$ cat src/rtl/gamepad_pkg.sv
// Shared constants, button indices and FSM encoding for the gamepad
// event block.
package gamepad_pkg;

  localparam int N_PADS = 4;
  localparam int N_BTN  = 16;

  localparam int B      = 0;
  localparam int Y      = 1;
  localparam int SELECT = 2;
  localparam int START  = 3;
  localparam int UP     = 4;
  localparam int DOWN   = 5;
  localparam int LEFT   = 6;
  localparam int RIGHT  = 7;
  localparam int A      = 8;
  localparam int X      = 9;
  localparam int L      = 10;
  localparam int R      = 11;

  typedef logic [N_BTN-1:0] btn_t;
  typedef logic [1:0]       pad_idx_t;
  typedef logic [3:0]       btn_idx_t;

  typedef enum logic {
    IDLE    = 1'b0,
    PRESENT = 1'b1
  } state_e;

  function automatic btn_idx_t low_bit(input btn_t v);
    btn_idx_t r;
    r = '0;
    for (int i = N_BTN - 1; i >= 0; i--) begin
      if (v[i]) r = btn_idx_t'(i);
    end
    return r;
  endfunction

endpackage

$ cat src/rtl/gamepad_events_if.sv
// Button-event handshake: producer (master) presents pad/button/state
// with evt_valid, consumer (slave) accepts with evt_ready.
interface gamepad_events_if;
  import gamepad_pkg::*;

  logic     evt_valid;
  logic     evt_ready;
  pad_idx_t evt_pad;
  btn_idx_t evt_button;
  logic     evt_pressed;

  modport master (
    output evt_valid,
    output evt_pad,
    output evt_button,
    output evt_pressed,
    input  evt_ready
  );

  modport slave (
    input  evt_valid,
    input  evt_pad,
    input  evt_button,
    input  evt_pressed,
    output evt_ready
  );

endinterface

$ cat src/rtl/gamepad_debounce.sv
// Per-pad debouncer: 16 stable bits with a frame counter each.
// Ports: clk, rst, frame (strobe), raw[15:0] in; stable[15:0] out.
module gamepad_debounce
  import gamepad_pkg::*;
#(
  parameter int DEBOUNCE = 2
) (
  input  logic clk,
  input  logic rst,
  input  logic frame,
  input  btn_t raw,
  output btn_t stable
);

  localparam logic [2:0] LAST = 3'(DEBOUNCE - 1);

  logic [N_BTN-1:0][2:0] cnt;

  always_ff @(posedge clk) begin
    if (rst) begin
      stable <= '0;
      cnt    <= '0;
    end else if (frame) begin
      for (int i = 0; i < N_BTN; i++) begin
        if (raw[i] == stable[i]) begin
          cnt[i] <= '0;
        end else if (cnt[i] == LAST) begin
          stable[i] <= raw[i];
          cnt[i]    <= '0;
        end else begin
          cnt[i] <= cnt[i] + 3'd1;
        end
      end
    end
  end

endmodule

$ cat src/rtl/gamepad_events.sv
// Gamepad frame capture, debounce and round-robin button-event queue.
// Ports: clk, rst, gp1..gp4, gp_data_ready in; btn1..btn4, frame_tick out; evt (master).
module gamepad_events
  import gamepad_pkg::*;
#(
  parameter int          DEBOUNCE   = 2,
  parameter bit          ACTIVE_LOW = 1'b1,
  parameter logic [15:0] BTN_MASK   = 16'h0FFF
) (
  input  logic             clk,
  input  logic             rst,
  input  logic [15:0]      gp1,
  input  logic [15:0]      gp2,
  input  logic [15:0]      gp3,
  input  logic [15:0]      gp4,
  input  logic             gp_data_ready,
  output logic [15:0]      btn1,
  output logic [15:0]      btn2,
  output logic [15:0]      btn3,
  output logic [15:0]      btn4,
  output logic             frame_tick,
  gamepad_events_if.master evt
);

  btn_t gp_w     [N_PADS];
  btn_t raw      [N_PADS];
  btn_t cap_q    [N_PADS];
  btn_t stable   [N_PADS];
  btn_t reported [N_PADS];
  btn_t pend     [N_PADS];

  logic     rdy_q;
  logic     capture;
  state_e   state_q;
  state_e   state_d;
  logic     valid_c;
  logic     any_pend;
  pad_idx_t sel_pad;
  btn_idx_t sel_bit;
  pad_idx_t idx;
  pad_idx_t rr_q;
  pad_idx_t pad_q;
  btn_idx_t bit_q;
  logic     pr_q;
  logic     take;
  logic     acc;

  assign gp_w[0] = gp1;
  assign gp_w[1] = gp2;
  assign gp_w[2] = gp3;
  assign gp_w[3] = gp4;

  assign capture = gp_data_ready & ~rdy_q;

  always_comb begin
    for (int p = 0; p < N_PADS; p++) begin
      raw[p]  = (gp_w[p] ^ {N_BTN{ACTIVE_LOW}}) & BTN_MASK;
      pend[p] = stable[p] ^ reported[p];
    end
  end

  // rdy_q resets high so a level already up at release is not a frame
  always_ff @(posedge clk) begin
    if (rst) begin
      rdy_q      <= 1'b1;
      frame_tick <= 1'b0;
      for (int p = 0; p < N_PADS; p++) cap_q[p] <= '0;
    end else begin
      rdy_q      <= gp_data_ready;
      frame_tick <= capture;
      if (capture) begin
        for (int p = 0; p < N_PADS; p++) cap_q[p] <= raw[p];
      end
    end
  end

  for (genvar p = 0; p < N_PADS; p++) begin : g_pad
    gamepad_debounce #(
      .DEBOUNCE(DEBOUNCE)
    ) u_db (
      .clk   (clk),
      .rst   (rst),
      .frame (frame_tick),
      .raw   (cap_q[p]),
      .stable(stable[p])
    );
  end

  assign btn1 = stable[0];
  assign btn2 = stable[1];
  assign btn3 = stable[2];
  assign btn4 = stable[3];

  // search starts after the last served pad; k=4 wraps to rr_q itself
  always_comb begin
    any_pend = 1'b0;
    sel_pad  = rr_q;
    idx      = '0;
    for (int k = 1; k <= N_PADS; k++) begin
      idx = rr_q + 2'(k);
      if (!any_pend && (|pend[idx])) begin
        any_pend = 1'b1;
        sel_pad  = idx;
      end
    end
    sel_bit = low_bit(pend[sel_pad]);
  end

  always_ff @(posedge clk) begin
    if (rst) state_q <= IDLE;
    else     state_q <= state_d;
  end

  always_comb begin
    state_d = state_q;
    unique case (state_q)
      IDLE:    if (any_pend)      state_d = PRESENT;
      PRESENT: if (evt.evt_ready) state_d = IDLE;
    endcase
  end

  always_comb begin
    valid_c = (state_q == PRESENT);
    take    = (state_q == IDLE) && any_pend;
    acc     = valid_c && evt.evt_ready;
  end

  // event fields load only on IDLE->PRESENT so they hold under stall
  always_ff @(posedge clk) begin
    if (rst) begin
      pad_q <= '0;
      bit_q <= '0;
      pr_q  <= 1'b0;
      rr_q  <= 2'd3;
      for (int p = 0; p < N_PADS; p++) reported[p] <= '0;
    end else begin
      if (take) begin
        pad_q <= sel_pad;
        bit_q <= sel_bit;
        pr_q  <= stable[sel_pad][sel_bit];
      end
      if (acc) begin
        reported[pad_q][bit_q] <= pr_q;
        rr_q                   <= pad_q;
      end
    end
  end

  assign evt.evt_valid   = valid_c;
  assign evt.evt_pad     = pad_q;
  assign evt.evt_button  = bit_q;
  assign evt.evt_pressed = pr_q;

endmodule

$ cat src/flat_wrapper.sv
// flat-port wrapper written by rule: the top's interface ports become plain ports
module gamepad_events_flat import gamepad_pkg::*;
#(
  parameter int          DEBOUNCE   = 2,
  parameter bit          ACTIVE_LOW = 1'b1,
  parameter logic [15:0] BTN_MASK   = 16'h0FFF
)
  (clk, rst, gp1, gp2, gp3, gp4, gp_data_ready, btn1, btn2, btn3, btn4, frame_tick, evt_evt_valid, evt_evt_pad, evt_evt_button, evt_evt_pressed, evt_evt_ready);
  gamepad_events_if evt_i ();
  input  logic clk;
  input  logic rst;
  input  logic [15:0] gp1;
  input  logic [15:0] gp2;
  input  logic [15:0] gp3;
  input  logic [15:0] gp4;
  input  logic gp_data_ready;
  output logic [15:0] btn1;
  output logic [15:0] btn2;
  output logic [15:0] btn3;
  output logic [15:0] btn4;
  output logic frame_tick;
  output wire logic [$bits(evt_i.evt_valid)-1:0] evt_evt_valid;
  output wire logic [$bits(evt_i.evt_pad)-1:0] evt_evt_pad;
  output wire logic [$bits(evt_i.evt_button)-1:0] evt_evt_button;
  output wire logic [$bits(evt_i.evt_pressed)-1:0] evt_evt_pressed;
  input wire logic [$bits(evt_i.evt_ready)-1:0] evt_evt_ready;
  assign evt_evt_valid = evt_i.evt_valid;
  assign evt_evt_pad = evt_i.evt_pad;
  assign evt_evt_button = evt_i.evt_button;
  assign evt_evt_pressed = evt_i.evt_pressed;
  assign evt_i.evt_ready = evt_evt_ready;
  gamepad_events #(.DEBOUNCE(DEBOUNCE), .ACTIVE_LOW(ACTIVE_LOW), .BTN_MASK(BTN_MASK)) u_core (.clk(clk), .rst(rst), .gp1(gp1), .gp2(gp2), .gp3(gp3), .gp4(gp4), .gp_data_ready(gp_data_ready), .btn1(btn1), .btn2(btn2), .btn3(btn3), .btn4(btn4), .frame_tick(frame_tick), .evt(evt_i));
endmodule
$ cat config.mk
export PLATFORM = sky130hd
export DESIGN_NAME = gamepad_events_flat
export DESIGN_NICKNAME = d
export VERILOG_FILES = /design/src/rtl/gamepad_pkg.sv /design/src/rtl/gamepad_events_if.sv /design/src/rtl/gamepad_debounce.sv /design/src/rtl/gamepad_events.sv /design/src/flat_wrapper.sv
export SDC_FILE = /design/constraint.sdc
export NUM_CORES = 1
export LEC_CHECK = 0
export CORE_UTILIZATION = 27
export DETAILED_ROUTE_END_ITERATION = 8
export SYNTH_ARGS = -nofsm -noshare
export SYNTH_HDL_FRONTEND = slang
export SYNTH_SLANG_ARGS = --single-unit
export TNS_END_PERCENT = 10
$ cat constraint.sdc
create_clock -name clk -period 5.6 [get_ports clk]
set_input_delay 1.12 -clock clk [delete_from_list [all_inputs] [get_ports clk]]
set_output_delay 1.12 -clock clk [all_outputs]
set_load 0.01 [all_outputs]
==> impl_metrics.toml, run 1 <==
[status]
outcome = "finished, final reports clean"

[worst_setup_path]
crit_start = "u_core.reported[0][12]"
regToRegStartpoint = "u_core.reported[0][12]"
ff2ff_setup_slack_ns = 0.70
path_class = "reg -> reg"
critPathLaunchType = "flop"
cp-end-kind = "flop"
crit_required_ns = 6.04
r2r_end = "u_core.evt.evt_pressed"
cp.arrival_ns = 5.34
endpoint = "u_core.evt.evt_pressed"
cp_max_fo = 34
r2r_cells = 13

[power_and_ir_drop]
ir_drop_uv = 157
clockPowerShare_pct = 43.4
power_frac_comb_pct = 10.5
power_switching_w = 0.00139
pwr-share-seq_pct = 46.0
p_sw_share_pct = 25.7
p_int_w = 0.00403
p_leak_nw = 6.77
p_per_area_mw_per_mm2 = 287

[synthesis]
synth.top_cell.area_share_pct = 26.0
synth.largest_area_cell = "dfxtp_1"
yosysMostFrequentCell = "nor2_1"
ys_ff_latch = 316
synth_warnings = 0
synthTopCellsByCount = "nor2_1, dfxtp_1, nand2_1"
synth_seq_area_share_pct = 47.4
synth_ff_type = "dfxtp_1"
synth.avg_cell_area_um2 = 9.18
synth_area_mm2 = 0.0157
synth_area_leaders = "dfxtp_1, edfxtp_1, nor2_1"
synth_cell_type_count = 72
netlist_instances = 1712
synth_edf_count = 112
synthArstFlopShare_pct = 0

[timing]
finalSetupViolCount = 0
fmax_ghz = 0.204
fin_crit_sh_pct = 87.4
hold_viol_final = 0
fin_hold_ws_ns = 0.508
fin_crit_ns = 4.90
fin_worst_skew_ns = 0.0243
rsz0062_at_grt = "no"
slew_headroom_pct = 31.8
tightest_slew_ns = 1.02
slew_viol_final = 0
setup_tns_ns = 0

[clock_network]
path_clk_slew_ns = 0.06
cts-root-buf = "clkbuf_16"
max-clock-path-buffers = 3
cts.sinks = 316
cts_tree = "done"
clk_latency_ns = 0.56
cts_hold_buf = 0
cts_buffers = 38
h-tree-depth = 2
ctsResizeCount = 0
postCtsSetupBuffers = 0

[global_routing]
grt_usage_pct = 15.8
grt_pass1_wl_um = 72700
grt_max_degree = 89
antenna_found_initial = 0
grt_pass1_vias = 12626
grt_overflow_total = 0

[detailed_routing]
firstDrtPassIters = 7
routed_wl_um = 47500
met3_length_um = 3200
vias_per_cell = 4.98
top_layer = "met4"
wl_met1_um = 21000
wl_met2_um = 22200
postRouteAntennaNets = 0
drtIter0Drc = 989
drc_errors = 0
num_vias = 13031
wl_per_cell_um = 18.1

[placed_design]
dpl.hpwl_um = 34100
gp_congestion = 0.952
io_buffer_count = 108

[min_path]
hp-class = "reg -> reg"
hold_path_startpoint = "u_core.g_pad[1].u_db.cnt[0]"

[floorplanning]
die_h_um = 243
rows = 88
start_util_pct = 27.3
die_w_um = 243
fp.coreArea_mm2 = 0.0576
ios = 141
dieArea_mm2 = 0.0592

[final_layout]
syn_to_final_growth_pct = 20.3
fill_cells = 5882
antennaDiodeCount = 0
finalNetCount = 1891
drive_gt1_share_pct = 8.53
postLayoutCoreUtil_pct = 32.8

[run]
max_cap_viol_count = 0
## worst min path at each step
stage | endpoint | slack (ns) | depth (start not counted)
after global placement | u_core.g_pad[2].u_db.cnt[29] | 0.47 | 2
after global routing | u_core.g_pad[1].u_db.cnt[0] | 0.54 | 2
final | u_core.g_pad[1].u_db.cnt[0] | 0.51 | 2
after detailed placement | u_core.g_pad[1].u_db.cnt[20] | 0.50 | 2
after CTS | u_core.g_pad[1].u_db.cnt[20] | 0.51 | 2
after floorplan | u_core.g_pad[1].u_db.cnt[20] | 0.47 | 2
## cell type report
class                      instances  area, um2  area share, %
multi-input combinational       1303       7860           41.6
sequential                       316       7450           39.4
timing repair buffer             157       1450           7.67
clock buffer                      61       1120           5.92
tap                              765        957           5.06
clock inverter                     8       47.5          0.251
inverter                           7       26.3          0.139
## stage by stage
step / cells / total power (W) / worst slack [ns] / cell area (um2)
floorplan: 1727 / 0.00290 / 1.51 / 15800
global placement: 2548 / 0.00310 / 0.797 / 17700
detailed placement: 2548 / 0.00310 / 0.780 / 17700
CTS: 2617 / 0.00546 / 0.767 / 18900
global route: 2617 / 0.00561 / 0.480 / 18900
finish: 2617 / 0.00542 / 0.703 / 18900
## critical path, cell delays in order, from the launching register on
cell and delay [ns]:
edfxtp_1 0.39, or4_1 0.67, nor3_1 0.23, and3_1 0.20, o21ai_1 0.12, o211a_4 0.38, nor2_4 0.78, mux2_2 0.45
a311o_1 0.27, o22ai_1 0.28, o21ai_1 0.27, mux2_2 0.35, a211oi_2 0.24, o221ai_2 0.12
## layout by cell type, fill, tap and decap left out, types with 19 or more instances in the layout
cell type and instances:
xnor2_1 93, mux2i_1 75, a21o_1 34, nand3_1 39, a31oi_1 19, dfxtp_1 203
clkbuf_16 39, edfxtp_1 112, xor2_1 72, nand2_1 159, a21oi_1 88, nor3b_1 33
clkdlybuf4s50_1 107, buf_4 49, o21bai_1 48, nor2_1 329, nor3_1 67, o21ai_0 27
## metal layers
layer / global-route usage, % / vias up
met5: 0 / -
met4: 4.40 / 0
met3: 3.83 / 73
met2: 26.1 / 390
met1: 20.3 / 6345
li1: - / 6223
## flip-flops by register name, summed over array words and instances, names as in the netlist
register                  count
u_core.g_pad.u_db.cnt       144
u_core.reported              64
u_core.cap_q                 48
u_core.g_pad.u_db.stable     48
u_core.evt.evt_button         4
u_core.evt.evt_pad            2
u_core.rr_q                   2
u_core.evt.evt_pressed        1
u_core.evt.evt_valid          1
u_core.frame_tick             1
u_core.rdy_q                  1
## kinds of logic (layout without fill, tap and decap cells)
kind of cell	count (synthesis)	after routing	synth area share, %
AOI/OAI and AO/OA	309	309	13.5
xor gates and xnor gates	165	165	9.20
buffers and inverters	108	233	3.07
DFF	316	316	47.4
muxes	89	89	5.78
other	1	16	0.0239
and+or+nand+nor	724	724	21.1
## power groups by stage
stage | Sequential (W) | Clock [W] | Combinational (W)
floorplan | 0.00252 | 0 | 0.000380
global placement | 0.00254 | 0 | 0.000560
detailed placement | 0.00254 | 0 | 0.000563
CTS | 0.00249 | 0.00240 | 0.000565
global route | 0.00250 | 0.00249 | 0.000615
finish | 0.00249 | 0.00235 | 0.000570
No activity file was read; power rests on OpenSTA's default activity.
==> run 2, diff against run 1 <==
- CAP_MARGIN: not set -> 10
==> results of run 2 <==
Same layout as run 1: the final DEF is identical, and so are final timing and power.
==> run 3, diff against run 2 <==
- clock period: 5.6 -> 5.4 ns (I/O delays scaled with it)
==> impl_metrics.toml, run 3 (synthesis gave the netlist of run 1 again) <==
[status]
outcome = "finished, final reports clean"

[power_and_ir_drop]
p_int_w = 0.00423
total_power_w = 0.00568
p_sw_share_pct = 25.6
power_frac_comb_pct = 10.5
ir_drop_uv = 178
p_leak_nw = 6.81
pwr-share-seq_pct = 45.4
clockPowerShare_pct = 44.1
p_per_area_mw_per_mm2 = 300
power_switching_w = 0.00146

[worst_setup_path]
endpoint = "u_core.evt.evt_pressed"
regToRegStartpoint = "u_core.reported[0][12]"
cp-end-kind = "flop"
r2r_end = "u_core.evt.evt_pressed"
crit_required_ns = 5.84
cp_max_fo = 18
critPathLaunchType = "flop"
r2r_cells = 13
crit_start = "u_core.reported[0][12]"
ff2ff_setup_slack_ns = 0.60
cp.arrival_ns = 5.25
path_class = "reg -> reg"

[clock_network]
max-clock-path-buffers = 3
ctsResizeCount = 0
path_clk_slew_ns = 0.07
postCtsSetupBuffers = 0
cts_buffers = 37
clk_latency_ns = 0.56
cts_tree = "done"
h-tree-depth = 2
cts_hold_buf = 0
cts.sinks = 316
cts-root-buf = "clkbuf_16"

[placed_design]
gp_congestion = 0.923
io_buffer_count = 108
dpl.hpwl_um = 33800
place_inst = 2551

[detailed_routing]
num_vias = 13025
drtIter0Drc = 907
drc_errors = 0
vias_per_cell = 4.97
firstDrtPassIters = 7
postRouteAntennaNets = 0
routed_wl_um = 47400
wl_per_cell_um = 18.1

[floorplanning]
start_util_pct = 27.3
ios = 141
die_h_um = 243
fp.coreArea_mm2 = 0.0576
die_w_um = 243
dieArea_mm2 = 0.0592
rows = 88

[timing]
fin_crit_sh_pct = 88.9
hold_viol_final = 0
fin_crit_ns = 4.80
rsz0062_at_grt = "no"
finalSetupViolCount = 0
fin_worst_skew_ns = 0.0271
slew_viol_final = 0
fmax_ghz = 0.208
setup_tns_ns = 0
tightest_slew_ns = 1.13
fin_hold_ws_ns = 0.507
slew_headroom_pct = 24.9

[final_layout]
drive_gt1_share_pct = 9.06
fill_cells = 5851
finalNetCount = 1893
mostFrequentLayoutCell = "nor2_1"
top_register = "u_core.g_pad.u_db.cnt"
seqCellArea_mm2 = 0.00745
multiInputGateArea_mm2 = 0.00786
antennaDiodeCount = 0
top_regs = "u_core.g_pad.u_db.cnt x144, u_core.reported x64"
syn_to_final_growth_pct = 20.7
stdcell_count = 2619
largest_reg_flops = 144
final_cell_mix = "nor2_1, dfxtp_1, nand2_1"

[global_routing]
grt_pass1_wl_um = 73200
grt_overflow_total = 0
gr-usage-met2_pct = 26.0
grt_max_degree = 110
use_met3_pct = 3.79
top_usage_layer = "met2"
use_met1_pct = 19.8
grt_usage_pct = 15.9
antenna_found_initial = 1
grt_pass1_vias = 12972

[min_path]
hold_path_startpoint = "u_core.g_pad[1].u_db.cnt[15]"
hp-class = "reg -> reg"

[run]
max_cap_viol_count = 0
run 3: worst min path at each step:
| stage | slack, ns | endpoint | depth (start not counted) |
|---|---|---|---|
| 2_1_floorplan | 0.47 | u_core.g_pad[1].u_db.cnt[20] | 2 |
| 3_3_place_gp | 0.47 | u_core.g_pad[3].u_db.cnt[17] | 2 |
| 3_5_place_dp | 0.50 | u_core.g_pad[2].u_db.cnt[12] | 2 |
| 4_1_cts | 0.51 | u_core.g_pad[2].u_db.cnt[12] | 2 |
| 5_1_grt | 0.53 | u_core.g_pad[2].u_db.cnt[12] | 2 |
| 6_report | 0.51 | u_core.g_pad[1].u_db.cnt[15] | 2 |
run 3: metal layers:
metal  wire length, um  vias up
met5                 0        -
met4              1910        0
met3              3030       97
met2             21800      376
met1             20700     6332
li1                  -     6220
run 3: critical path, cell delays in order (launching register included):
cell	delay, ns
edfxtp_1	0.39
or4_1	0.68
nor3_1	0.27
and3_1	0.21
o21ai_1	0.12
o211a_4	0.37
nor2_4	0.50
mux2_2	0.42
a311o_1	0.27
o22ai_1	0.34
o21ai_1	0.32
mux2_2	0.39
o221ai_1	0.27
o221ai_2	0.12
run 3: layout make-up:
| class | count | share of cell area [%] |
|---|---|---|
| Sequential cell | 316 | 39.3 |
| Multi-Input combinational cell | 1303 | 41.4 |
| Tap cell | 765 | 5.04 |
| Inverter | 7 | 0.138 |
| Timing Repair Buffer | 160 | 7.76 |
| Clock buffer | 50 | 5.53 |
| Clock inverter | 18 | 0.838 |
run 3: stage by stage:
stage / setup slack (ns) / utilization [%] / instance area, um2
after CTS: 0.630 / 32.9 / 19000
after detailed placement: 0.643 / 30.9 / 17800
after global routing: 0.412 / 32.9 / 19000
after floorplan: 1.31 / - / 15800
final: 0.600 / 32.9 / 19000
after global placement: 0.579 / 30.9 / 17800
run 3: power by group through the flow:
stage | sequential, W | clock, W | combinational (W)
5_1_grt | 0.00259 | 0.00266 | 0.000648
3_5_place_dp | 0.00263 | 0 | 0.000592
3_3_place_gp | 0.00263 | 0 | 0.000585
6_report | 0.00258 | 0.00251 | 0.000599
2_1_floorplan | 0.00262 | 0 | 0.000394
4_1_cts | 0.00258 | 0.00257 | 0.000595
